[src/rtl/tia_audio_gen.sv]
// rtl/tia_audio_gen.sv - TIA-style multi-channel tone generator with poly counters, volume and mix
// Optional macro AUDIO_RESYNC_EN: an AUDC write also reloads that channel's divider and generators.
module tia_audio_gen #(
  parameter int NUM_CH = 2,
  parameter int FREQ_W = 5,
  parameter int VOL_W  = 4,
  localparam int CH_W  = (NUM_CH > 1) ? $clog2(NUM_CH) : 1,
  localparam int MIX_W = VOL_W + $clog2(NUM_CH + 1)
) (
  input  logic                    CLK,
  input  logic                    RESET_N,
  input  logic                    TICK,
  input  logic                    WR_EN,
  input  logic [CH_W-1:0]         WR_CH,
  input  logic [1:0]              WR_REG,
  input  logic [7:0]              WR_DATA,
  output logic [NUM_CH-1:0]       AUD_BIT,
  output logic [NUM_CH*VOL_W-1:0] AUD_LEVEL,
  output logic [MIX_W-1:0]        AUD_MIX
);

  logic             unused_wr;
  logic [MIX_W-1:0] mix_sum;

  assign unused_wr = &{1'b0, WR_DATA};

  for (genvar n = 0; n < NUM_CH; n++) begin : g_ch
    logic [3:0]        audc;
    logic [FREQ_W-1:0] audf;
    logic [FREQ_W-1:0] cnt;
    logic [VOL_W-1:0]  audv;
    logic [VOL_W-1:0]  level;
    logic [3:0]        poly4;
    logic [4:0]        poly5;
    logic [8:0]        poly9;
    logic [1:0]        div3;
    logic [4:0]        div31;
    logic              aud_bit;
    logic              sel;
    logic              step;
    logic              d3wrap;
    logic              d31wrap;
    logic              sq31;
    logic              p4_adv;
    logic              p5_adv;
    logic              d31_adv;
    logic              bit_nxt;

    assign sel     = WR_EN && (WR_CH == CH_W'(n));
    assign step    = TICK && (cnt == audf);
    assign d3wrap  = (div3 == 2'd2);
    assign d31wrap = (div31 == 5'd30);
    assign sq31    = (div31 < 5'd18);

    // Mode decode: which generators advance on a step and where the tone bit comes from.
    always_comb begin
      p4_adv  = 1'b0;
      p5_adv  = 1'b1;
      d31_adv = 1'b1;
      bit_nxt = aud_bit;
      case (audc)
        4'h0, 4'hB: bit_nxt = 1'b1;
        4'h1: begin
          p4_adv  = 1'b1;
          bit_nxt = poly4[0];
        end
        4'h2: begin
          p4_adv  = d31wrap;
          bit_nxt = poly4[0];
        end
        4'h3: begin
          p4_adv  = poly5[0];
          bit_nxt = poly4[0];
        end
        4'h4, 4'h5: bit_nxt = ~aud_bit;
        4'h6, 4'hA: bit_nxt = sq31;
        4'h7, 4'h9: bit_nxt = poly5[0];
        4'h8:       bit_nxt = poly9[0];
        4'hC, 4'hD: bit_nxt = aud_bit ^ d3wrap;
        4'hE: begin
          d31_adv = d3wrap;
          bit_nxt = sq31;
        end
        4'hF: begin
          p5_adv  = d3wrap;
          bit_nxt = poly5[0];
        end
        default: bit_nxt = aud_bit;
      endcase
    end

    always_ff @(posedge CLK or negedge RESET_N) begin
      if (!RESET_N) begin
        audc    <= '0;
        audf    <= '0;
        audv    <= '0;
        cnt     <= '0;
        poly4   <= 4'hF;
        poly5   <= 5'h1F;
        poly9   <= 9'h1FF;
        div3    <= '0;
        div31   <= '0;
        aud_bit <= 1'b0;
        level   <= '0;
      end else begin
        if (sel && WR_REG == 2'd0) audc <= WR_DATA[3:0];
        if (sel && WR_REG == 2'd1) audf <= WR_DATA[FREQ_W-1:0];
        if (sel && WR_REG == 2'd2) audv <= WR_DATA[VOL_W-1:0];
        if (TICK) cnt <= step ? '0 : cnt + 1'b1;
        if (step) begin
          aud_bit <= bit_nxt;
          if (p4_adv) poly4 <= {poly4[0] ^ poly4[1], poly4[3:1]};
          if (p5_adv) poly5 <= {poly5[0] ^ poly5[2], poly5[4:1]};
          poly9 <= {poly9[0] ^ poly9[4], poly9[8:1]};
          div3  <= d3wrap ? 2'd0 : div3 + 2'd1;
          if (d31_adv) div31 <= d31wrap ? 5'd0 : div31 + 5'd1;
        end
`ifdef AUDIO_RESYNC_EN
        // Reload overrides any coincident step so the new mode starts from a known phase.
        if (sel && WR_REG == 2'd0) begin
          cnt   <= '0;
          poly4 <= 4'hF;
          poly5 <= 5'h1F;
          poly9 <= 9'h1FF;
          div3  <= '0;
          div31 <= '0;
        end
`else
`endif
        level <= aud_bit ? audv : '0;
      end
    end

    assign AUD_BIT[n]                  = aud_bit;
    assign AUD_LEVEL[n*VOL_W +: VOL_W] = level;
  end

  always_comb begin
    mix_sum = '0;
    for (int i = 0; i < NUM_CH; i++) begin
      mix_sum = mix_sum + MIX_W'(AUD_LEVEL[i*VOL_W +: VOL_W]);
    end
  end

  always_ff @(posedge CLK or negedge RESET_N) begin
    if (!RESET_N) AUD_MIX <= '0;
    else          AUD_MIX <= mix_sum;
  end

endmodule

[config.mk]
export PLATFORM = sky130hd
export DESIGN_NAME = tia_audio_gen
export DESIGN_NICKNAME = d
export VERILOG_FILES = /design/src/rtl/tia_audio_gen.sv
export SDC_FILE = /design/constraint.sdc
export NUM_CORES = 1
export LEC_CHECK = 0
export BUFFER_PORTS_ARGS = -buffer_cell sky130_fd_sc_hd__buf_2
export CORE_UTILIZATION = 40
export DETAILED_ROUTE_END_ITERATION = 7
export PLACE_DENSITY = 0.55
export SYNTH_ARGS = -nofsm -noshare
export SYNTH_HDL_FRONTEND = slang
export SYNTH_SLANG_ARGS = --single-unit
[constraint.sdc]
create_clock -name CLK -period 2.8 [get_ports CLK]
set_input_delay 0.56 -clock CLK [delete_from_list [all_inputs] [get_ports CLK]]
set_output_delay 0.56 -clock CLK [all_outputs]
set_load 0.01 [all_outputs]
* Word level (Yosys, flattened, before mapping)
Index checks and enable logic that the tools add are counted.
** Storage, ports and cells
- Flip-flop bits (word level) :: 101
- Logic and storage cells :: 128
- Bits of input ports :: 15
- Output and inout port bits :: 16
** Operators by class
- Reductions and logical operators :: 31
- Eq/ne operators :: 38
- Order comparisons :: 2
- Mux-type cells :: 16
- Bitwise operators :: 11
- Add/sub/neg operators :: 7
** Operator list (number)
- 4-bit equality test (second input constant) :: 16
- 4-bit by 3-bit equality test with 1-bit output (second input constant) :: 8
- 5-bit by 1-bit adder with 5-bit output (second input constant) :: 4
- 5-bit 2-to-1 mux :: 4
- 3-bit OR reduction :: 6
- 4-bit by 2-bit equality test with 1-bit output (second input constant) :: 4
- 1-bit one-hot mux with 7 select lines :: 2
- 2-bit AND reduction :: 6
- 2-bit OR reduction :: 6
- 5-bit equality test :: 2
- 5-bit equality test (second input constant) :: 2
- 1-bit logical AND :: 10
- 5-bit < comparator (second input constant) :: 2
- 4-bit by 1-bit equality test with 1-bit output (second input constant) :: 2
- 4-bit zero test :: 2
- 4-bit 2-to-1 mux :: 2
- 1-bit XOR :: 8
- 2-bit equality test (second input constant) :: 3
- 1-bit one-hot mux with 3 select lines :: 2
- 4-bit by 4-bit adder with 5-bit output :: 1
- 2-bit by 1-bit adder with 2-bit output (second input constant) :: 2
- 1-bit 2-to-1 mux :: 4
- 2-bit 2-to-1 mux :: 2
- 1-bit inverter :: 3
- 2 further kinds :: 2

* Longest topological paths before layout
- Depth in word-level cells :: 3
- Mapped depth :: 7

* Worst setup path before layout
OpenSTA, ideal clock, no wires.
- Path type :: register -> register
- Start point :: register g_ch[0].cnt[0]
- End point :: register g_ch[0].poly4[0]
- Setup slack :: 0.989 ns
- Cell stages (with the launch flop) :: 8
- Path buffers :: 2
- Period minus slack after synthesis :: 1.811 ns
- Data arrival time :: 1.728 ns
- Setup time :: 0.082 ns
- Cell sequence :: dfrtp_1 > xor2_1 > nor4_2 > and3_1 > buf_2 > and3_1 > buf_2 > mux2_2
** Between the ends
- Cells in the longest elaborated chain, start to end :: 3
** Ends and longest elaborated chain
- start, declared :: line 30 : logic [FREQ_W-1:0] cnt;
- start signal, assigned :: line 109 : if (TICK) cnt <= step ? '0 : cnt + 1'b1;
- 5-bit equality test :: line 50 : assign step = TICK && (cnt == audf);
- 1-bit logical AND :: line 50
- 2-bit AND reduction (no source line)
- end signal, assigned :: line 112 : if (p4_adv) poly4 <= {poly4[0] ^ poly4[1], poly4[3:1]};
- end, declared :: line 33 : logic [3:0] poly4;
No other way between the ends.
A chain may end at the register's enable or synchronous reset.

* Worst setup path after layout
- Start point :: register g_ch[1].cnt[2]
- End point :: register g_ch[1].poly4[3]
** Between the ends
- Cells in the longest elaborated chain, start to end :: 3
** Ends and longest elaborated chain (line)
- start, declared :: 30
- start signal, assigned :: 109
- 5-bit equality test :: 50
- 1-bit logical AND :: 50
- 2-bit AND reduction (no source line)
- end signal, assigned :: 112
- end, declared :: 33
No other way between the ends.

==> results.md <==
* Syn nets at 398
* Cell row count at 38
* MaxCap Viol Count at 0
* Reg2reg path depth at 5
* Avg Cell Area, Syn at 12.4 sq um
* Worst path required time at 3.07 ns
* Gpl congestion at 0.767
* Fmax at 463 MHz
* Dominant cells by area after synthesis: dfrtp_1 (35%), dfstp_2 (21%), mux2_2 (14%), xor2_1 (3.4%), ha_1 (2.7%)
* Pwr/cell area at 867 nW/um^2
* Vias/cell at 5.08
* Nets at 428
* Gr usage total at 0.147
* Post-Route WL at 7700 um
* GRT Residual Overflow at 0
* Width of the die at 109 um
* Sink Count at 101
* # H-tree levels at 3
* Tightest Pin Transition at 0.654 ns
* Vias in the first global route at 2,830
* Core area at 11,000 sq um
* Cts-stage hold buffer count at 0
* Final Slew Violations at 0
* Synth top area share at 0.354
* Post-CTS Setup Repair Bufs at 0
* CTS Buffer Depth at 2
* WL per Instance at 14.1 um
* Setup TNS Final at 0 ns
* Post-DP HPWL at 5370 um
* DR pass1 iterations at 4
* Post-layout util at 0.473
* Top_reg_cell synth: dfrtp_1
* Worst ir drop on vdd at 0.000439 V
* #FFs+latches synth at 101
* Mapped cell area at 4600 sq um
* DRT iter0 DRCs at 117
* Tmin final at 2.16 ns
* FF-to-FF End: g_ch[1].poly4[3]
* Clk_skew at 0.00956 ns
* Post-synth EDFFs at 0
* Sequential area share after synthesis at 0.560
* Reg2reg start: g_ch[1].cnt[2]
* CTS tree: built
* Ys Warns at 0
* Dpl ws at 0.623 ns
* Overall Power at 4530 uW
* Post-DRT Antenna Nets at 0
* Run status: complete, no violations
* Die Y at 109 um
* TritonCTS buffer count at 9
* # IOs at 31
* Initial core utilization at 0.417
* Crit end category: flop
* Endpoints failing hold at 0
* Clk_lat worst skew at 0.34 ns
* Final setup fails at 0
* RSZ-0062 raised after global routing: no
* Lkg Pwr at 0.00232 uW
* Max_slew headroom at 0.561
* Largest net degree at the start of global routing at 42
* DRC at 0
* Async set-reset flop share out of synthesis at 1.00
* First-pass GRT wire length at 13,500 um
* Die area at 11,900 sq um
* Mapped Cells at 372
* FF-to-FF setup slack at 0.64 ns
* CTS clk-pin slew, worst paths at 0.07 ns
* Final cycle utilization of the critical path at 0.771
* Area leader, netlist: dfrtp_1
* Initial antenna violation count at 0
* # diodes at 0
* Share of cells above drive strength 1 at 0.356
* Arrival time worst endpoint at 2.43 ns
* Worst setup SP type: flop
* CTS root buf: clkbuf_16
* IO Port Bufs at 26
* Crit Path Max Fanout at 12
* Area grow syn2layout at 13.6%
* Via Count at 2,780
* Post_cts resized at 0
* Crit path kind: flop to flop
* Post-synth top cells: dfrtp_1 (65), mux2_2 (58), dfstp_2 (36), nand2_1 (24)
* Final worst slack at 0.641 ns
* Top-count cell post-synth: dfrtp_1
* Netlist cell types at 44
* Tightest Hold Check Type: input pin to asynchronous set/reset pin
power breakdown:
group          internal, uW  total [uW]  switching [uW]
Sequential             1860        2180             322
Combinational           490         980             490
Clock                   837        1360             527
Total                  3190        4530            1340
metal layers:
metal / global-route usage / up-vias / wire, um
met5: 0 / - / 0
met4: 0.0495 / 0 / 115
met3: 0.0418 / 12 / 409
met2: 0.228 / 55 / 3410
met1: 0.196 / 1349 / 3770
li1: - / 1364 / -
layout make-up:
cell class / count / area (sq um)
inverters: 12 / 45.0
well taps: 140 / 175
clock inverters: 4 / 77.6
fillers: 1017 / 5810
repair buffers: 31 / 183
flip-flops and latches: 101 / 2570
clock buffers: 12 / 256
multi-input cells: 247 / 1910
through the flow:
step           cells  hold WS, ns  area (sq um)
6_report         547        0.190          5220
5_1_grt          547        0.225          5220
4_1_cts          547        0.204          5220
3_5_place_dp     531        0.446          4890
3_3_place_gp     531        0.450          4890
2_1_floorplan    372        0.264          4600
placed cells by master (no fill, tap or decap), types with 5 or more instances in the layout:
master	instances
a21oi_1	8
dfrtp_1	65
clkbuf_16	9
mux2_2	58
nor2_1	20
o31ai_1	8
dfstp_2	36
nor2b_1	5
inv_1	12
nand4_1	6
nand2_1	24
ha_1	10
xnor2_1	7
o21ai_0	20
buf_2	25
buf_4	5
nand3_1	8
and2_1	9
xor2_1	18
flip-flops by register name, indices dropped and copies added (netlist names), 10 cells and up:
name / count
g_ch.audf: 10
g_ch.cnt: 10
g_ch.div31: 10
g_ch.poly5: 10
g_ch.poly9: 18
worst max-delay path by stage:
| stage | from | to | depth (start not counted) |
|---|---|---|---|
| 2_1_floorplan | g_ch[0].cnt[0] | g_ch[0].poly4[0] | 7 |
| 3_3_place_gp | g_ch[1].cnt[2] | g_ch[1].poly4[3] | 5 |
| 3_5_place_dp | g_ch[1].cnt[2] | g_ch[1].poly4[0] | 5 |
| 4_1_cts | g_ch[1].cnt[2] | g_ch[1].poly4[3] | 5 |
| 5_1_grt | g_ch[1].cnt[2] | g_ch[1].poly4[2] | 5 |
| 6_report | g_ch[1].cnt[2] | g_ch[1].poly4[3] | 5 |
worst max-delay path, cell delays in order, from the launching register on:
cell	delay [ns]
dfrtp_1	0.43
xor2_1	0.18
nor4_4	0.35
nand3_2	0.33
nor4_4	0.43
mux2_2	0.38
cell families (layout without fill, tap and decap cells):
logic type / count (synthesis) / after routing / share of synthesized area
DFF: 101 / 101 / 0.560
muxes: 60 / 60 / 0.146
xor gates and xnor gates: 25 / 25 / 0.0476
buffers and inverters: 24 / 59 / 0.0242
AOI/OAI and AO/OA: 53 / 53 / 0.0729
adders and majority gates: 11 / 11 / 0.0316
and+or+nand+nor: 97 / 97 / 0.117
other: 1 / 1 / 0.000816
Note: power is estimated with default switching activity, not from simulation.
